--- src/rtl/result_writeback_queue_if.sv ---
// Result/writeback bundle between the arithmetic unit, the writeback queue and the
// register-file write ports.
interface result_writeback_queue_if #(
   parameter int unsigned NUM_IN = 2,
   parameter int unsigned NUM_WB = 1,
   parameter int unsigned DEPTH  = 8,
   parameter int unsigned DST_W  = 5,
   parameter int unsigned DATA_W = 32
);
   typedef struct packed {
      logic              valid;
      logic [DST_W-1:0]  dst;
      logic [DATA_W-1:0] data;
   } vuop_result_t;

   vuop_result_t           res_in [NUM_IN];
   logic                   in_ready;
   logic                   flush_in;
   logic                   wb_en [NUM_WB];
   logic [DST_W-1:0]       wb_dst [NUM_WB];
   logic [DATA_W-1:0]      wb_data [NUM_WB];
   logic [$clog2(DEPTH):0] count;
   logic                   overflow_err;

   modport master (
      output res_in, flush_in,
      input  in_ready, wb_en, wb_dst, wb_data, count, overflow_err
   );

   modport slave (
      input  res_in, flush_in,
      output in_ready, wb_en, wb_dst, wb_data, count, overflow_err
   );
endinterface

--- src/rtl/result_writeback_queue.sv ---
// Compacts valid result lanes into an in-order circular buffer and drains it onto
// NUM_WB register-file write ports, with back-pressure, flush and sticky overflow.
module result_writeback_queue #(
   parameter int unsigned NUM_IN = 2,
   parameter int unsigned NUM_WB = 1,
   parameter int unsigned DEPTH  = 8,
   parameter int unsigned DST_W  = 5,
   parameter int unsigned DATA_W = 32
) (
   input logic                   clock,
   input logic                   reset,
   result_writeback_queue_if.slave bus
);
   localparam int unsigned PTR_W = $clog2(DEPTH);
   localparam int unsigned CNT_W = PTR_W + 1;
   localparam logic [CNT_W-1:0] READY_MAX = CNT_W'(DEPTH - NUM_IN);
   localparam logic [CNT_W-1:0] WB_MAX    = CNT_W'(NUM_WB);

   logic [DST_W-1:0]  mem_dst_q  [DEPTH];
   logic [DATA_W-1:0] mem_data_q [DEPTH];
   logic [PTR_W-1:0]  rd_ptr_q, rd_ptr_d;
   logic [PTR_W-1:0]  wr_ptr_q, wr_ptr_d;
   logic [CNT_W-1:0]  count_q, count_d;
   logic              overflow_q, overflow_d;
   logic [CNT_W-1:0]  push_n, pop_n;
   logic              any_valid, push_ok;
   logic [PTR_W-1:0]  lane_addr [NUM_IN];

   // Each valid lane lands just after the valid lanes below it, so invalid lanes leave no holes.
   always_comb begin
      push_n    = '0;
      any_valid = 1'b0;
      for (int unsigned i = 0; i < NUM_IN; i++) begin
         lane_addr[i] = wr_ptr_q + push_n[PTR_W-1:0];
         if (bus.res_in[i].valid) begin
            push_n    = push_n + 1'b1;
            any_valid = 1'b1;
         end
      end
   end

   assign bus.in_ready     = (count_q <= READY_MAX);
   assign push_ok          = bus.in_ready && !bus.flush_in;
   assign pop_n            = bus.flush_in ? '0 : ((count_q > WB_MAX) ? WB_MAX : count_q);
   assign bus.count        = count_q;
   assign bus.overflow_err = overflow_q;

   always_comb begin
      for (int unsigned k = 0; k < NUM_WB; k++) begin
         bus.wb_en[k]   = (count_q > CNT_W'(k)) && !bus.flush_in;
         bus.wb_dst[k]  = mem_dst_q[rd_ptr_q + PTR_W'(k)];
         bus.wb_data[k] = mem_data_q[rd_ptr_q + PTR_W'(k)];
      end
   end

   always_comb begin
      rd_ptr_d   = rd_ptr_q + pop_n[PTR_W-1:0];
      wr_ptr_d   = wr_ptr_q;
      count_d    = count_q - pop_n;
      overflow_d = overflow_q;
      if (bus.flush_in) begin
         rd_ptr_d = '0;
         wr_ptr_d = '0;
         count_d  = '0;
      end else if (push_ok) begin
         wr_ptr_d = wr_ptr_q + push_n[PTR_W-1:0];
         count_d  = count_q + push_n - pop_n;
      end else if (any_valid) begin
         overflow_d = 1'b1;
      end
   end

   always_ff @(posedge clock or negedge reset) begin
      if (!reset) begin
         rd_ptr_q   <= '0;
         wr_ptr_q   <= '0;
         count_q    <= '0;
         overflow_q <= 1'b0;
      end else begin
         rd_ptr_q   <= rd_ptr_d;
         wr_ptr_q   <= wr_ptr_d;
         count_q    <= count_d;
         overflow_q <= overflow_d;
      end
   end

   // Storage needs no reset: entries are only observable below count.
   always_ff @(posedge clock) begin
      if (push_ok) begin
         for (int unsigned i = 0; i < NUM_IN; i++) begin
            if (bus.res_in[i].valid) begin
               mem_dst_q[lane_addr[i]]  <= bus.res_in[i].dst;
               mem_data_q[lane_addr[i]] <= bus.res_in[i].data;
            end
         end
      end
   end
endmodule

--- src/flat_wrapper.sv ---
// flat-port wrapper written by rule: the top's interface ports become plain ports
module result_writeback_queue_flat 
#(
   parameter int unsigned NUM_IN = 2,
   parameter int unsigned NUM_WB = 1,
   parameter int unsigned DEPTH  = 8,
   parameter int unsigned DST_W  = 5,
   parameter int unsigned DATA_W = 32
)
  (clock, reset, bus_res_in, bus_flush_in, bus_in_ready, bus_wb_en, bus_wb_dst, bus_wb_data, bus_count, bus_overflow_err);
  result_writeback_queue_if #(.NUM_IN(NUM_IN), .NUM_WB(NUM_WB), .DEPTH(DEPTH), .DST_W(DST_W), .DATA_W(DATA_W)) bus_i ();
  input logic clock;
  input logic reset;
  input wire logic [$bits(bus_i.res_in)-1:0] bus_res_in;
  input wire logic [$bits(bus_i.flush_in)-1:0] bus_flush_in;
  output wire logic [$bits(bus_i.in_ready)-1:0] bus_in_ready;
  output wire logic [$bits(bus_i.wb_en)-1:0] bus_wb_en;
  output wire logic [$bits(bus_i.wb_dst)-1:0] bus_wb_dst;
  output wire logic [$bits(bus_i.wb_data)-1:0] bus_wb_data;
  output wire logic [$bits(bus_i.count)-1:0] bus_count;
  output wire logic [$bits(bus_i.overflow_err)-1:0] bus_overflow_err;
  assign bus_i.res_in = {>>{bus_res_in}};
  assign bus_i.flush_in = bus_flush_in;
  assign bus_in_ready = bus_i.in_ready;
  assign bus_wb_en = {>>{bus_i.wb_en}};
  assign bus_wb_dst = {>>{bus_i.wb_dst}};
  assign bus_wb_data = {>>{bus_i.wb_data}};
  assign bus_count = bus_i.count;
  assign bus_overflow_err = bus_i.overflow_err;
  result_writeback_queue #(.NUM_IN(NUM_IN), .NUM_WB(NUM_WB), .DEPTH(DEPTH), .DST_W(DST_W), .DATA_W(DATA_W)) u_core (.clock(clock), .reset(reset), .bus(bus_i));
endmodule
--- config.mk ---
export PLATFORM = sky130hd
export DESIGN_NAME = result_writeback_queue_flat
export DESIGN_NICKNAME = d
export VERILOG_FILES = /design/src/rtl/result_writeback_queue_if.sv /design/src/rtl/result_writeback_queue.sv /design/src/flat_wrapper.sv
export SDC_FILE = /design/constraint.sdc
export NUM_CORES = 1
export LEC_CHECK = 0
export ABC_AREA = 1
export CORE_ASPECT_RATIO = 1.4
export CORE_MARGIN = 5
export CORE_UTILIZATION = 40
export CTS_CLUSTER_DIAMETER = 30
export DETAILED_ROUTE_END_ITERATION = 7
export HOLD_SLACK_MARGIN = 0.03
export PLACE_DENSITY = 0.62
export SLEW_MARGIN = 5
export SYNTH_ARGS = -nofsm -noshare
export SYNTH_HDL_FRONTEND = slang
export SYNTH_SLANG_ARGS = --single-unit
--- constraint.sdc ---
create_clock -name clock -period 3.9 [get_ports clock]
set_clock_uncertainty 0.05 [all_clocks]
set_input_delay 0.39 -clock clock [delete_from_list [all_inputs] [get_ports clock]]
set_output_delay 0.39 -clock clock [all_outputs]
set_load 0.005 [all_outputs]
==> After elaboration in Yosys (flattened, before gate mapping) <==
Memory sizes are Yosys's and may differ from the RTL's.
Index checks and enable logic that the tools add are counted.
{ "classes": {"addsub": 7, "mul": 0, "div": 0, "order_cmp": 3, "n_eq_ne": 0, "n_shift": 0, "n_mux": 16, "n_bitwise": 2, "reduce_logical": 5} }
{ "ops": {"columns": ["op", "count"], "rows": [
  ["2-to-1 mux 4 bit", 5],
  ["2-to-1 mux 3 bit", 3],
  ["greater-than comparator 4 x 1 -> 1 bit (second input constant)", 2],
  ["2-to-1 mux 1 bit", 8],
  ["subtractor 4 bit", 2],
  ["adder 3 bit", 2],
  ["adder 4 bit", 1],
  ["less-or-equal comparator 4 x 3 -> 1 bit (second input constant)", 1],
  ["adder 3 x 1 -> 3 bit", 1],
  ["AND reduction 3 bit", 1],
  ["adder 1 x 1 -> 2 bit (second input constant)", 1],
  ["logical AND 1 bit", 2],
  ["NOT 1 bit", 2],
  ["nonzero test 2 bit", 1],
  ["logical NOT 1 bit", 1]
]} }
{ "word_totals": {"register_bits": 11, "latchBits": 0, "ramBits": 296, "rom_bits": 0, "in_bits": 79, "out_inout_bits": 44, "word_cells": 39, "mem_count": 2} }
{ "memory_table": {"columns": ["name", "words", "width", "read_ports", "rd_ports_with_merged_regs", "wr", "line", "rtl"], "rows": [
  ["u_core.mem_data_q", 8, 32, 1, 0, 2, "result_writeback_queue.sv:20", "logic [DATA_W-1:0] mem_data_q [DEPTH];"],
  ["u_core.mem_dst_q", 8, 5, 1, 0, 2, "result_writeback_queue.sv:19", "logic [DST_W-1:0] mem_dst_q [DEPTH];"]
]} }

==> Longest topological paths before layout <==
{ "logic_depth": {"word_depth": 7, "mapped_depth": 11, "ltp_nobuf": 10} }

==> Worst setup path before layout <==
OpenSTA, ideal clock, no wires.
{ "synth_path": {"path_kind": "flip-flop to flip-flop", "startpoint": "register u_core.wr_ptr_q[0]", "endpoint": "memory u_core.mem_data_q[4][0] (enable)", "setup_time_ns": 0.395, "t_arrival_ns": 2.281, "required_ns": 3.455, "slack_ns": 1.174, "stages_incl_launch_ff": 9, "path_buffers": 1, "synth_period_minus_slack_ns": 2.726, "cell_sequence": "dfrtp_1 -> ha_1 -> ha_1 -> inv_1 -> nand4_1 -> inv_1 -> nand2_1 -> buf_2 -> nand2_1"} }
{ "synth_rtl": {"columns": ["item", "line", "rtl"], "rows": [
  ["start, declared", "result_writeback_queue.sv:22", "logic [PTR_W-1:0] wr_ptr_q, wr_ptr_d;"],
  ["start signal, assigned", "result_writeback_queue.sv:81", "wr_ptr_q <= wr_ptr_d;"],
  ["end, declared", "result_writeback_queue.sv:20", null]
]} }

==> Final worst setup path <==
{ "layout_path": {"startpoint": "register u_core.rd_ptr_q[0]", "endpoint": "output port bus_wb_data[15]"} }
{ "layout_via": {"elab_chain_cells": 1} }
{ "layout_rtl": {"columns": ["item", "line", "rtl"], "rows": [
  ["start, declared", "result_writeback_queue.sv:21", "logic [PTR_W-1:0] rd_ptr_q, rd_ptr_d;"],
  ["start signal, assigned", "result_writeback_queue.sv:80", "rd_ptr_q <= rd_ptr_d;"],
  ["memory (8 x 32 bit)", null, null],
  ["end, declared", "flat_wrapper.sv:19", "output wire logic [$bits(bus_i.wb_data)-1:0] bus_wb_data;"]
]} }
Every way passes these cells.

==> impl_metrics.json <==
{
  "cts_tree": "built",
  "ys_top_cells_by_count": "961 x nand2_1, 310 x nor2_1, 296 x edfxtp_1, 165 x nand3_1, 145 x o21ai_0",
  "p_per_area_nw_per_um2": 684,
  "period_share_pct": 86.7,
  "synth-main-ff-cell": "edfxtp_1",
  "critPathMaxFanout": 149,
  "dieArea_um2": 47600,
  "synth-seq-cells": 307,
  "drc": 0,
  "ant_nets": 0,
  "synthXorXnorAreaFrac_pct": 0.152,
  "dp_hpwl_um": 31900,
  "synthToLayoutAreaGrowth_pct": 19.7,
  "synth.distinct_cells": 28,
  "synth_compound_area_share_pct": 4.57,
  "p_leak_nw": 8.95,
  "slew_viol_final": 0,
  "routedWlPerCell_um": 19.4,
  "critPathRequiredTime_ns": 3.46,
  "finalWeightedCongestion": 0.810,
  "cts-root-buf": "clkbuf_16",
  "synth_warnings": 0,
  "grt_pass1_wl_um": 84500,
  "finalHoldViolCount": 0,
  "drt_first_pass_iters": 7,
  "max_stage_delay_ns": 0.53,
  "crit_chain": "buf_12, nor2_1, nor2_1, o21ai_0, nand2_1, nand2_1, nand2_1, clkdlybuf4s50_1",
  "irDropWorstVdd_mv": 0.572,
  "core_area_um2": 43000,
  "cts_buffers": 67,
  "hold_buffers": 0,
  "fillCellCount": 4046,
  "critPathTopFamily": "buffers and inverters",
  "setup_tns_ns": 0,
  "h-tree-depth": 3,
  "netlist_instances": 2173,
  "worst_setup_path_end_kind": "output pin",
  "crit_top_cell": "nand2_1",
  "period_needed_ns": 3.38,
  "clk_path_buf_depth": 3,
  "die_h_um": 256,
  "setup-violations-final": 0,
  "path_buf_inv": 2,
  "clock-sinks": 307,
  "synth_area_leaders": "edfxtp_1 51%, nand2_1 21%, nor2_1 6.7%",
  "antenna_cells": 0,
  "nNetsFinal": 2295,
  "yosysMostFrequentCell": "nand2_1",
  "netlist_area_um2": 17300,
  "pre_cts_ws_ns": 0.775,
  "num_vias": 14997,
  "clkSlewWorstSetupHoldPaths_ns": 0.04,
  "drt_wl_total_um": 54500,
  "power_mw": 14.2,
  "synth.top_cell.area_share_pct": 51.3,
  "yosys.area_share.simple_pct": 32.9,
  "clock.fmax_mhz": 296,
  "synthArstFlopShare_pct": 3.58,
  "synth_edf_count": 296,
  "layout_setup_ws_ns": 0.517,
  "max_slew_margin_pct": 31.7,
  "pin_count": 123,
  "ctsResizeCount": 0,
  "status": "finished, final reports clean",
  "hold_class": "input port to async pin",
  "whs_ns": 0.114,
  "grt_usage_pct": 22.6,
  "criticalPathCategory": "flop to output pin",
  "instances_no_fill": 2804,
  "grt-ovfl-total": 0,
  "rsz0062_at_grt": "false",
  "multi_input_area_um2": 6880,
  "start_kind": "flop",
  "dieWidth_um": 186,
  "postCtsSetupRepairBufs": 0,
  "tightest_slew_ns": 1.02,
  "grt_pass1_vias": 15151,
  "placed_area_um2": 18500,
  "clkLatencyLatePin_ns": 0.57,
  "synth_mux_area_share_pct": 0,
  "vias_per_cell": 5.35,
  "final_util_pct": 48.2,
  "maxCapViolations": 0,
  "avgSynthCellArea_um2": 7.97,
  "start_util_pct": 40.3,
  "final_area_um2": 20700,
  "grt_max_degree": 150,
  "yosys.area_share.adder_pct": 1.52,
  "ff_latch_area_um2": 9170,
  "drtIter0Drc": 1305,
  "yosys.area.top_type": "edfxtp_1",
  "rows": 90,
  "crit_arrival_ns": 2.94,
  "ys_seq_area_share_pct": 52.9,
  "drive_above_1_share_pct": 8.08,
  "crit_slowest_cell": "clkdlybuf4s50_1",
  "placedCellCount": 2681,
  "grt_antenna_before_repair": 0,
  "synth_top_family_by_area": "simple AND/OR/NAND/NOR gates",
  "numPortBuffers": 122
}
[layout make-up]
class | instances | share of cell area (%)
well taps | 552 | 3.33
multi-input cells | 1631 | 33.1
inverters | 31 | 0.573
flip-flops and latches | 307 | 44.2
clock buffers | 74 | 8.21
clock inverters | 49 | 2.55
repair buffers | 160 | 7.99
[routing by layer]
layer | track usage (%) | share of wire, %
met4 | 9.74 | 3.4
met5 | 0 | 0
met1 | 27.5 | 38
met3 | 3.67 | 7.4
met2 | 39.3 | 51
[final timing paths]
kind                       slack, ns  cells past startpoint                 endpoint                    start
max                             0.52                      8          bus_wb_data[15]       u_core.rd_ptr_q[0]
min                             0.11                      1  u_core.bus.overflow_err                    reset
max reg2reg                     1.22                      8   u_core.mem_dst_q[1][0]       u_core.wr_ptr_q[0]
min reg2reg                     0.43                      1  u_core.bus.overflow_err  u_core.bus.overflow_err
max in group asynchronous       3.29                      1       u_core.rd_ptr_q[0]                    reset
min in group clock              0.43                      1  u_core.bus.overflow_err  u_core.bus.overflow_err
[cell usage in the layout, fill, tap and decap left out, drive strengths merged]
cell type,netlist,routed
a31oi,2,2
clkinv,0,25
a21oi,2,2
nand2,962,962
nor2,315,315
nand3,166,166
clkinvlp,0,7
nand4,5,5
xnor2,3,3
clkbuf,40,74
o22ai,1,1
clkdlybuf4s50,0,122
edfxtp,296,296
o21bai,1,1
conb,2,5
buf,167,38
dfrtp,11,11
o21ai,151,151
bufinv,0,9
inv,31,39
ha,13,13
fa,5,5
[cell families after synthesis]
group | count (synthesis)
AND/OR/NAND/NOR | 1448
flip-flops | 307
buffers and inverters | 238
AO/OA/AOI/OAI | 157
adder cells (fa/ha/maj) | 18
XOR/XNOR | 3
other | 2
[power by group]
group	switching, mW	internal [mW]
logic	2.93	1.51
registers	0.111	4.04
clock network	1.86	3.75
total	4.90	9.30
[sequential cells by signal, indices dropped and copies added (netlist names)]
signal and flops:
u_core.mem_data_q 256, u_core.mem_dst_q 40, u_core.bus.count 4, u_core.rd_ptr_q 3, u_core.wr_ptr_q 3, u_core.bus.overflow_err 1
Note: power is estimated with default switching activity, not from simulation.
